**config.mk**
```make
export PLATFORM = sky130hd
export DESIGN_NAME = lsu_access_ctrl
export DESIGN_NICKNAME = d
export VERILOG_FILES = /design/src/rtl/lsu_access_ctrl.sv
export SDC_FILE = /design/constraint.sdc
export NUM_CORES = 1
export LEC_CHECK = 0
export ABC_AREA = 0
export CAP_MARGIN = 20
export CORE_MARGIN = 2
export CORE_UTILIZATION = 40
export CTS_CLUSTER_SIZE = 8
export DETAILED_ROUTE_END_ITERATION = 6
export GPL_ROUTABILITY_DRIVEN = 0
export GPL_TIMING_DRIVEN = 0
export PLACE_DENSITY_LB_ADDON = 0.05
export SETUP_SLACK_MARGIN = 0.3
export SYNTH_ARGS = -nofsm -noshare
export SYNTH_HDL_FRONTEND = slang
export SYNTH_SLANG_ARGS = --single-unit
```
**constraint.sdc**
```tcl
create_clock -name clk -period 1.75 [get_ports clk]
set_clock_uncertainty 0.05 [all_clocks]
set_input_delay 0.35 -clock clk [delete_from_list [all_inputs] [get_ports clk]]
set_output_delay 0.35 -clock clk [all_outputs]
set_load 0.02 [all_outputs]
```
**src/rtl/lsu_access_ctrl.sv**
```systemverilog
// Load/store sequencer between the MEM stage and the data-memory bus.
// Optional macro LSU_TIMEOUT_EN builds the bus_ack timeout counter and abort path.
module lsu_access_ctrl #(
    parameter int unsigned TIMEOUT = 255
) (
    input  logic        clk,
    input  logic        reset,
    input  logic        req_valid,
    output logic        req_ready,
    input  logic        req_we,
    input  logic [1:0]  req_size,
    input  logic        req_unsigned,
    input  logic [31:0] req_addr,
    input  logic [31:0] req_wdata,
    output logic        bus_req,
    output logic        bus_we,
    output logic [31:0] bus_addr,
    output logic [3:0]  bus_be,
    output logic [31:0] bus_wdata,
    input  logic        bus_ack,
    input  logic [31:0] bus_rdata,
    output logic        rsp_valid,
    output logic [31:0] rsp_rdata,
    output logic        rsp_err,
    output logic        busy,
    output logic [1:0]  dbg_state
);
    // Handshake: a request is accepted on a rising edge where req_valid && req_ready;
    // rsp_valid is a single-cycle pulse and needs no ready from the MEM stage.

    typedef enum logic [1:0] {IDLE = 2'd0, ACCESS = 2'd1, RESP = 2'd2} state_t;

    state_t      state_q, state_d;
    logic        we_q, uns_q, err_q;
    logic [1:0]  size_q;
    logic [31:0] addr_q, wdata_q, rdata_q;
    logic        req_legal, take_req, take_ack, take_to, timeout_hit;
    logic [31:0] load_ext;
    logic [3:0]  be_c;
    logic [31:0] wdata_c;
    logic [7:0]  lane_b;
    logic [15:0] lane_h;

    assign req_legal = (req_size == 2'd0) ||
                       (req_size == 2'd1 && !req_addr[0]) ||
                       (req_size == 2'd2 && req_addr[1:0] == 2'b00);

`ifdef LSU_TIMEOUT_EN
    logic [7:0] cnt_q;
    assign timeout_hit = (cnt_q == 8'(TIMEOUT - 1));

    always_ff @(posedge clk or negedge reset) begin
        if (!reset)
            cnt_q <= 8'd0;
        else if (state_q == ACCESS && !bus_ack)
            cnt_q <= cnt_q + 8'd1;
        else
            cnt_q <= 8'd0;
    end
`else
    assign timeout_hit = 1'b0;
`endif

    always_comb begin
        state_d  = state_q;
        take_req = 1'b0;
        take_ack = 1'b0;
        take_to  = 1'b0;
        case (state_q)
            IDLE: begin
                if (req_valid) begin
                    take_req = 1'b1;
                    state_d  = req_legal ? ACCESS : RESP;
                end
            end
            ACCESS: begin
                // An ack in the timeout cycle still completes the access.
                if (bus_ack) begin
                    take_ack = 1'b1;
                    state_d  = RESP;
                end else if (timeout_hit) begin
                    take_to = 1'b1;
                    state_d = RESP;
                end
            end
            RESP:    state_d = IDLE;
            default: state_d = IDLE;
        endcase
    end

    always_ff @(posedge clk or negedge reset) begin
        if (!reset)
            state_q <= IDLE;
        else
            state_q <= state_d;
    end

    always_ff @(posedge clk or negedge reset) begin
        if (!reset) begin
            we_q    <= 1'b0;
            uns_q   <= 1'b0;
            size_q  <= 2'd0;
            addr_q  <= 32'd0;
            wdata_q <= 32'd0;
            rdata_q <= 32'd0;
            err_q   <= 1'b0;
        end else if (take_req) begin
            we_q    <= req_we;
            uns_q   <= req_unsigned;
            size_q  <= req_size;
            addr_q  <= req_addr;
            wdata_q <= req_wdata;
            rdata_q <= 32'd0;
            err_q   <= !req_legal;
        end else if (take_ack) begin
            rdata_q <= we_q ? 32'd0 : load_ext;
            err_q   <= 1'b0;
        end else if (take_to) begin
            rdata_q <= 32'd0;
            err_q   <= 1'b1;
        end
    end

    // Little-endian lane selection and extension of the load result.
    always_comb begin
        lane_b   = bus_rdata[{addr_q[1:0], 3'b000} +: 8];
        lane_h   = bus_rdata[{addr_q[1], 4'b0000} +: 16];
        load_ext = bus_rdata;
        case (size_q)
            2'd0:    load_ext = uns_q ? {24'd0, lane_b} : {{24{lane_b[7]}}, lane_b};
            2'd1:    load_ext = uns_q ? {16'd0, lane_h} : {{16{lane_h[15]}}, lane_h};
            default: load_ext = bus_rdata;
        endcase
    end

    always_comb begin
        be_c    = 4'b0000;
        wdata_c = wdata_q;
        case (size_q)
            2'd0: begin
                be_c    = 4'b0001 << addr_q[1:0];
                wdata_c = {4{wdata_q[7:0]}};
            end
            2'd1: begin
                be_c    = 4'b0011 << {addr_q[1], 1'b0};
                wdata_c = {2{wdata_q[15:0]}};
            end
            2'd2:    be_c = 4'b1111;
            default: be_c = 4'b0000;
        endcase
    end

    assign bus_req   = (state_q == ACCESS);
    assign bus_we    = bus_req & we_q;
    assign bus_addr  = bus_req ? {addr_q[31:2], 2'b00} : 32'd0;
    assign bus_be    = bus_req ? be_c : 4'b0000;
    assign bus_wdata = bus_req ? wdata_c : 32'd0;
    assign rsp_valid = (state_q == RESP);
    assign rsp_rdata = rsp_valid ? rdata_q : 32'd0;
    assign rsp_err   = rsp_valid & err_q;
    assign busy      = (state_q != IDLE);
    assign req_ready = (state_q == IDLE);
    assign dbg_state = state_q;

endmodule

```
==> impl_results.md, run 1 <==
- Via count: 5316
- FFs w/ async S/R, synth: 100%
- Hold path startpoint: bus_ack
- # DRC: 0
- NumNets Final: between 900 and 1000
- Critical-path top delay cell: dfrtp_1
- Post-synth top flop: dfrtp_1
- Antenna cells: 0
- Top delay family on crit path: buffers and inverters
- CTS tree: yes
- RSZ-0062 raised after global routing: true
- Final setup margin: -0.477 ns
- Sequential-to-total area share from yosys stat: 47.4%
- Failing checks: setup timing
- Placed cell areas: approximately 9000 um^2
- WP buf/inv: 4
- Worst R2R Path Depth: 8
- Root Buffer Master: clkbuf_16
- Initial Util: around 40%
- Max Cap Viol: 0
- Total GRT Usage: a little over a quarter
- Most common cell in the netlist: dfrtp_1
- Worst skew pair latency: approximately 0.36 ns
- Critical Path Stages: 7
- Tmin final: ~2.2 ns
- CP max stage delay: about 0.42 ns
- Most frequent CP cell: buf_6
- Register clock-pin slew on the reported worst setup and hold paths: around 0.070 ns
- Multiplexer area fraction after synthesis: 19.8%
- Worst r2r dst: wdata_q[10]
- Post-synth top area share: between 40% and 50%
- WHS Path Cells: 2
- WS Path Type: flip-flop to primary output
- CORE AREA: around 13000 um^2
- Post-Syn Area: around 5400 um^2
- Antenna-violating nets left: 0
- Largest net degree at the start of global routing: 60
- Synth cell count leaders: 103 x dfrtp_1, 77 x mux2_2, 73 x and2_1, 31 x nor2_1, 29 x a21oi_1
- Number of synthesized register bits: ~100
- Final Max Tran Viols: 0
- R2R Path Start: dbg_state[0]
- Die H: ~120 um
- Pleak: roughly 0.005 uW
- DP Worst Slack: -0.852 ns
- F_max: roughly 0.45 GHz
- Max FO, Critical Path: 4
- PortBufs: around 210
- Wire per inst: 21.5 um
- Longest Clk Path Bufs: 2
- GRT overflow: 0
- Status: finished, violations left
- Hold EP: dbg_state[0]
- Crit path DAT: between 1.5 and 2 ns
- Worst min-delay path class: input port to flip-flop
- Final non-filler cell total: 996
- Synth Area in Adders: 0%
- Row count: 42
- Avg Inst Size Synth: 10.8 um^2
- Register-to-register setup slack: -0.26 ns
- Die Span X: 121 um
- CP required: 1.35 ns
- Crit path launch type: flip-flop
- Area Growth Syn to Fin: 105%
- Syn. warnings: 0
- Area leader, netlist: dfrtp_1
- Final Hold Fails: 0
- Number of synthesized flops with an enable pin: 0
- Drt first-iter violations: roughly 350
- Post-synthesis compound-gate area fraction: a little under an eighth
- Post-Route WL: ~21000 um
- Tcrit/Tclk final: 127%
- Via density: 5.34
- Number of global-route vias before repair: between 5000 and 6000
- Finish-stage setup viols: about 200
- Xor and xnor area share after synthesis: 0%
- Initial DRT Pass Iterations: 5
- Post-DP HPWL: 12700 um
- H-tree level count: 3
- Inserted Clock Buffers: 9
- Layout cell share with drive strength beyond 1: a little under two thirds
- Placed Cells: about 890
- Synth Area in Simple Gates: 17.1%
- Largest family of logic cells by synthesized area: multiplexers
- Cells after synthesis: 504
- Clock sink count: ~100
- Final instance area: roughly 11000 um^2
- Max VDD drop: 0.767 mV
- First-pass GRT wire length: roughly 30000 um
- Power per cell area: between 1000 and 1500 nW/um^2
- Area contributors post-synth: dfrtp_1 47%, mux2_2 16%, and2_1 8.4%
- DIE AREA: about 15000 um^2
- Critical path, cell by cell: clkbuf_8 > clkbuf_16 > nor2_4 > buf_6 > nand2_4 > a21oi_4 > buf_6
- Endpoint class of the critical path: primary output
- I/O pin count: between 200 and 250
- Initial antenna violation count: 0
- Distinct cells, synth: 38
-- power breakdown --
| group | total [uW] | internal [uW] | switching, uW |
|---|---|---|---|
| clock | 1940 | 1010 | 930 |
| combinational | 6830 | 3910 | 2920 |
| sequential | 3630 | 2980 | 652 |
-- how the worst max path moves through the flow --
stage | startpoint | end | slack [ns]
2_1_floorplan | addr_q[0] | bus_be[0] | -0.006
3_3_place_gp | reset | dbg_state[0] | -3.96
3_5_place_dp | addr_q[1] | bus_be[3] | -0.85
4_1_cts | size_q[0] | bus_be[0] | -0.43
5_1_grt | size_q[1] | bus_wdata[14] | -0.49
6_report | size_q[1] | bus_wdata[14] | -0.48
-- stage by stage --
| step | util, % | TNS [ns] | total power (uW) | hold slack (ns) |
|---|---|---|---|---|
| 5_1_grt | 84.1 | -58.26 | 12900 | 0.343 |
| 3_3_place_gp | 67.6 | -430.31 | 8220 | 0.424 |
| 2_1_floorplan | - | -0.00591 | 6890 | 0.00441 |
| 3_5_place_dp | 67.8 | -64.72 | 8330 | 0.352 |
| 4_1_cts | 79.0 | -33.85 | 11600 | 0.455 |
| 6_report | 84.1 | -47.55 | 12400 | 0.327 |
-- flip-flops by register name (all words and copies together) (netlist names) --
name and flops:
dbg_state 2, wdata_q 32, size_q 2, uns_q 1, rdata_q 32, addr_q 32, err_q 1, we_q 1
-- final cells by class --
cell class	instances	area, um^2
plain buffers	41	714
clock buffers	11	243
clock inverters	5	32.5
fillers	682	2100
inverters	5	35.0
multi-input cells	356	3900
flip-flops and latches	103	2580
well taps	176	220
repair buffers	298	3400
repair inverters	1	16.3
-- kinds of logic (layout without fill, tap and decap cells) --
logic type / Yosys count / after routing
buffers and inverters: 46 / 361
AO/OA/AOI/OAI: 92 / 92
flip-flops: 103 / 103
multiplexers: 97 / 97
other: 1 / 2
AND/OR/NAND/NOR: 165 / 165
-- layer usage --
layer / wire length, um / global-route usage, % / up-vias
li1: - / - / 2397
met1: 8570 / 34.0 / 2667
met2: 10900 / 44.3 / 222
met3: 1590 / 7.59 / 30
met4: 308 / 7.56 / 0
met5: 0 / 0 / -
-- worst reg2reg max path, delay by kind of cell (launching register included) --
family	cells	cell delay, ns
buf+inv	5	0.67
flops	1	0.46
mux	1	0.30
simple gates	2	0.41
-- placed cells by master, fill, tap and decap left out, drive strengths merged, types with 16 or more instances in the layout --
cell,netlist,layout
a221o,16,16
clkbuf,25,39
and2,73,73
nand2,27,27
mux2i,19,19
nor2,31,31
clkdlybuf4s50,0,101
buf,16,208
nor2b,16,16
dfrtp,103,103
o21ai,16,16
a21oi,29,29
mux2,77,77
-- repair_timing --
action / 4_1_cts / 5_1_grt
hold endpoints to repair: 44 / 0
hold buffers: 1 / 0
gates cloned: 11 / 11
pin swaps: 50 / 37
resized for setup: 749 / 80
buffers inserted: 47 / 19
setup endpoints to repair: 205 / 243
Power figures use the tool's default switching activity.
==> inputs of run 2 (changes only) <==
- CORE_MARGIN: 2 -> 10
==> run 2 against run 1 <==
- register-to-register slack better by 0.08 ns
- cell count is 1.2% higher
- global-route usage is 2.2 points lower
- sequential share of layout area is 0.33 points lower
- sequential power hardly changed
- worst hold slack worse by 0.35 ns
- critical path depth is 1 lower
- via count is 1.9% higher
- sequential cell count stayed put
- die area is 28% higher
- setup slack better by 0.081 ns
- the flow finishes with violations (hold timing, setup timing)
- highest routed layer unchanged
- clock power is 3% higher
- critical endpoint is now rsp_rdata[15]
==> impl_results.md, run 2 (synthesized netlist as in run 1, its figures left out) <==
- Clock sink count: 103 (unchanged)
- F_max: 0.466 GHz (+3.8%)
- Tmin final: 2.15 ns (-0.0806 ns)
- Hold_ws: -0.0199 ns (-0.347 ns)
- GRT overflow: 0 (unchanged)
- PortBufs: 209 (unchanged)
- Placed cell areas: 8980 um^2 (unchanged)
- R2R Path Start: dbg_state[0]
- Biggest regs: addr_q: 32 flops, rdata_q: 32 flops, wdata_q: 32 flops
- Worst skew pair latency: 0.36 ns (about the same)
- Die H: 137 um (+13%)
- Initial Util: 40.9% (-0.16 points)
- NumNets Final: 931 (+1.3%)
- Failing checks: hold timing, setup timing
- CTS tree: yes
- Status: finished, violations left
- Largest net degree at the start of global routing: 54 (-10%)
- Via count: 5419 (+1.9%)
- Finish-stage setup viols: 181 (-11%)
- Comb power frac: 55.9% (+0.8 points)
- DIE AREA: 18700 um^2 (+28%)
- Worst Tran Pin Value: ~0.70 ns
- Antenna-violating nets left: 0 (unchanged)
- Inserted Clock Buffers: 9 (unchanged)
- CP max stage delay: 0.48 ns (+0.06 ns)
- Post-Route WL: 23400 um (+9.5%)
- CP startpoint: dbg_state[0]
- Endpoint class of the critical path: primary output
- Register share of total power: 28.5% (-0.8 points)
- Clk pwr share: 15.6% (about the same)
- WS Path Type: flip-flop to primary output
- CORE AREA: 13300 um^2 (+0.40%)
- Final instance area: 11300 um^2 (+1.4%)
- Relative slew slack: a little over half
- Max Cap Viol: 0 (unchanged)
- Post-layout util: 85.0% (+0.88 points)
- Final Hold Fails: 17 (+17)
- Max FO, Critical Path: 6 (+2)
- Number of global-route vias before repair: 6113 (+13%)
- Initial DRT Pass Iterations: 7 (+2)
- Post-DP HPWL: 14300 um (+13%)
- CP required: 1.35 ns (about the same)
- Power per cell area: 1130 nW/um^2 (+1.8%)
- Worst min-delay path class: input port to asynchronous set/reset pin
- Critical path, cell by cell: nor2b_4 > buf_6 > clkbuf_16 > buf_6 > and2_4 > buf_6
- Initial antenna violation count: 0 (unchanged)
- Crit path launch type: flip-flop
- H-tree level count: 3 (unchanged)
- I/O pin count: 212 (unchanged)
- Layout cell share with drive strength beyond 1: 64.4% (+1.0 points)
- Sw Share: 36.6% (+0.29 points)
- Commonest non-fill, non-tap cell in the layout: buf_6
- Final setup margin: -0.396 ns (+0.0806 ns)
- Top delay family on crit path: buffers and inverters
- RSZ-0062 raised after global routing: true
- Wire per inst: 23.2 um (+8.2%)
- Tcrit/Tclk final: 123% (-4.6 points)
- Register clock-pin slew on the reported worst setup and hold paths: 0.07 ns (about the same)
- Switch Pwr: 4690 uW (+4.1%)
- WP buf/inv: 4 (unchanged)
- Longest Clk Path Bufs: 2 (unchanged)
- Pleak: 0.00513 uW (+0.78%)
- Total GRT Usage: 24.4% (-2.2 points)
- Root Buffer Master: clkbuf_16
- Internal power: 8110 uW (+2.8%)
- Critical-path top delay cell: dfrtp_2
- # DRC: 0 (unchanged)
- Most frequent CP cell: buf_6
- Crit path DAT: 1.75 ns (-0.08 ns)
- Drt first-iter violations: 294 (-17%)
- Antenna cells: 0 (unchanged)
- Max VDD drop: 0.710 mV (-7.4%)
- Die Span X: 137 um (+13%)
- Via density: 5.38 (+0.72%)
- Area Growth Syn to Fin: 108%
- Row count: 42 (unchanged)
- Final Max Tran Viols: 0 (unchanged)
- First-pass GRT wire length: 35400 um (+18%)
- Most frequent cells in the layout: 145 x buf_6, 102 x clkdlybuf4s50_1, 100 x dfrtp_1, 72 x and2_4, 68 x mux2_4
-- run 2: power groups by stage --
stage | Clock (uW) | Sequential (uW) | Combinational [uW]
after floorplan | 0 | 3380 | 3510
after global placement | 0 | 3480 | 4770
after detailed placement | 0 | 3500 | 4850
after CTS | 2030 | 3570 | 6720
after global routing | 2140 | 3720 | 7460
final | 2000 | 3650 | 7150
-- run 2: area by class of cell --
class	count	area, um^2
plain buffers	41	761
clock buffers	10	239
clock inverters	6	51.3
fillers	651	1990
inverters	5	35.0
multi-input cells	357	3970
flip-flops and latches	103	2580
well taps	176	220
repair buffers	309	3430
repair inverters	1	11.3
-- run 2: per-layer routing --
metal / share of wire [%] / vias to the layer above / track usage, %
li1: - / 2423 / -
met1: 38 / 2685 / 28.5
met2: 51 / 267 / 41.6
met3: 8.9 / 44 / 7.88
met5: 0 / - / 0
met4: 2.4 / 0 / 7.81
-- run 2: metrics by stage --
stage | std cells | TNS [ns] | worst slack (ns) | hold WS (ns) | total power (uW)
6_report | 1008 | -35.90 | -0.396 | -0.0199 | 12800
5_1_grt | 1008 | -45.09 | -0.436 | 0.0329 | 13300
4_1_cts | 993 | -29.48 | -0.419 | 0.00920 | 12300
3_5_place_dp | 891 | -62.83 | -0.905 | 0.381 | 8360
3_3_place_gp | 890 | -433.17 | -3.99 | 0.424 | 8250
2_1_floorplan | 505 | -0.00591 | -0.00591 | 0.00441 | 6890
-- run 2: worst reg2reg max path: cells and delay by family (launching register included) --
family	cells	cell delay [ns]
and+or+nand+nor	1	0.25
DFF	1	0.48
buffers and inverters	4	0.60
muxes	1	0.12
AOI/OAI and AO/OA	1	0.33
-- run 2: worst paths after layout --
path / slack [ns] / endpoint / depth (start not counted)
max: -0.40 / rsp_rdata[15] / 6
min: -0.02 / rdata_q[3] / 1
max reg2reg: -0.18 / rdata_q[30] / 7
min reg2reg: 0.46 / rdata_q[6] / 2
max in group asynchronous: 0.96 / dbg_state[0] / 2
min in group clk: 0.46 / rdata_q[6] / 2
-- run 2: what timing repair did --
item                       4_1_cts  5_1_grt
gates resized for setup        796       37
setup endpoints to repair      205      208
cloned                          21        1
setup buffers                   65       14
pin swaps                       44       19
hold buffers                     0        0
==> inputs of run 3 (changes only) <==
- CORE_MARGIN: 10 -> 5
==> run 3 against run 2 <==
- the run ends with setup timing left
- final area shrank 0.64%
- first-iteration DRC count grew 54%
- non-clock buffer count shrank 2
- cell count shrank 0.30%
- register-to-register slack lost 0.07 ns
- via count grew 1.0%
- total power shrank 0.33%
- critical path type unchanged
- highest routed layer unchanged
==> impl_results.md, run 3 (synthesized netlist as in run 1, its figures left out) <==
- Status: finished, violations left
- Failing checks: setup timing
- GRT overflow: 0 (unchanged)
- Most frequent cells in the layout: 149 x buf_6, 102 x clkdlybuf4s50_1, 100 x dfrtp_1, 73 x and2_4, 67 x mux2_4
- H-tree level count: 3 (unchanged)
- Worst r2r dst: wdata_q[20]
- Antenna-violating nets left: 0 (unchanged)
- Final non-filler cell total: 1005 (-0.30%)
- First-pass GRT wire length: 32600 um (-7.8%)
- RSZ-0062 raised after global routing: true
- Clock sink count: 103 (unchanged)
- Finish-stage setup viols: 201 (+11%)
- Post-Route WL: 22900 um (-2.1%)
- CORE AREA: 13300 um^2 (unchanged)
- Max VDD drop: 0.745 mV (+4.9%)
- CP startpoint: addr_q[0]
- Pleak: 0.00509 uW (-0.68%)
- Inserted Clock Buffers: 9 (unchanged)
- Tcrit/Tclk final: 124% (+1.3 points)
- Register clock-pin slew on the reported worst setup and hold paths: 0.07 ns (about the same)
- Worst skew pair latency: 0.36 ns (about the same)
- Longest Clk Path Bufs: 2 (unchanged)
- Multi-input logic area: 3920 um^2 (-1.5%)
- Placed Cells: 891 (unchanged)
- Seq. cell area: 2580 um^2 (unchanged)
- Max Cap Viol: 0 (unchanged)
- Final Max Tran Viols: 0 (unchanged)
- Worst R2R Path Depth: 9 (+2)
- Die H: 127 um (-7.3%)
- Power per cell area: 1140 nW/um^2 (+0.31%)
- PortBufs: 209 (unchanged)
- Via count: 5473 (+1.0%)
- Final setup margin: -0.418 ns (-0.0225 ns)
- Worst min-delay path class: input port to asynchronous set/reset pin
- Hold_ws: 0.449 ns (+0.469 ns)
- Commonest non-fill, non-tap cell in the layout: buf_6
- Initial DRT Pass Iterations: 5 (-2)
- CTS tree: yes
- F_max: 0.461 GHz (-1.0%)
- Max FO, Critical Path: 3 (-3)
- Via density: 5.45 (+1.3%)
- Register-to-register setup slack: -0.25 ns (-0.07 ns)
- Die Span X: 127 um (-7.3%)
- Number of global-route vias before repair: 5741 (-6.1%)
- Endpoint class of the critical path: primary output
- Crit path DAT: 1.77 ns (+0.02 ns)
- I/O pin count: 212 (unchanged)
- Post-DP HPWL: 13300 um (-6.6%)
- R2R Path Start: dbg_state[1]
- Wire per inst: 22.8 um (-1.8%)
- Crit path launch type: flip-flop
- Biggest regs: addr_q: 32 flops, rdata_q: 32 flops, wdata_q: 32 flops
- Tmin final: 2.17 ns (+0.0225 ns)
- DIE AREA: 16000 um^2 (-14%)
- DP Worst Slack: -0.915 ns (-0.00949 ns)
- Initial Util: 40.9% (unchanged)
- Layout cell share with drive strength beyond 1: 63.8% (-0.61 points)
- Worst setup endpoint: bus_be[0]
- Row count: 42 (unchanged)
- Largest net degree at the start of global routing: 58 (+7.4%)
- Drt first-iter violations: 453 (+54%)
- Final Hold Fails: 0 (-17)
- WS Path Type: flip-flop to primary output
- # fillers: 691 (+6.1%)
- Root Buffer Master: clkbuf_16
- NumNets Final: 928 (-0.32%)
- Area Growth Syn to Fin: 106%
- CP required: 1.35 ns (about the same)
- Antenna cells: 0 (unchanged)
- Initial antenna violation count: 0 (unchanged)
- # DRC: 0 (unchanged)
- Total GRT Usage: 26.1% (+1.6 points)
[run 3: stage by stage]
stage | cell area [um^2] | util, % | setup TNS (ns) | total power [uW]
after floorplan | 6650 | - | -0.00591 | 6890
after global placement | 8960 | 67.4 | -434.28 | 8240
after detailed placement | 8980 | 67.6 | -64.28 | 8350
after CTS | 10800 | 81.6 | -32.99 | 12100
after global routing | 11200 | 84.5 | -55.84 | 13300
final | 11200 | 84.5 | -45.68 | 12800
[run 3: routing by layer]
metal	track usage (%)	part of all wire (%)
met1	31.8	39
met2	45.2	51
met3	7.94	7.7
met4	6.25	2.4
met5	0	0
[run 3: cell type report]
type / instances / share of cell area [%]
timing repair buffer: 308 / 30.7
clock inverter: 6 / 0.602
timing repair inverter: 1 / 0.100
multi-input combinational: 356 / 34.9
tap: 176 / 1.96
clock buffer: 10 / 2.04
buffer: 40 / 6.38
sequential: 103 / 23.0
inverter: 5 / 0.345
[run 3: what timing repair did]
action / in CTS / in global routing
gates resized for setup: 771 / 53
pin swaps: 29 / 33
cloned: 15 / 1
hold buffers: 1 / 0
endpoints found under the hold margin: 28 / 0
buffers inserted: 62 / 20
endpoints found under the setup margin: 205 / 261
[run 3: power breakdown]
group / internal [uW] / total (uW) / switching, uW
combinational: 4010 / 6990 / 2980
clock: 1120 / 2110 / 986
sequential: 2970 / 3660 / 689
[run 3: worst max-delay path, stage by stage (launching register included)]
cell and delay [ns]:
dfrtp_2 0.43, nor2b_4 0.14, buf_6 0.11, buf_6 0.11, or3_4 0.33, a21oi_4 0.15
buf_6 0.14
[run 3: worst min path at each step]
| stage | from | end | slack (ns) |
|---|---|---|---|
| after detailed placement | reset | rdata_q[1] | 0.37 |
| after CTS | rdata_q[12] | rdata_q[12] | 0.45 |
| after floorplan | reset | addr_q[0] | 0.004 |
| after global placement | rdata_q[6] | rdata_q[6] | 0.42 |
| final | reset | rdata_q[1] | 0.45 |
| after global routing | rdata_q[14] | rdata_q[14] | 0.48 |
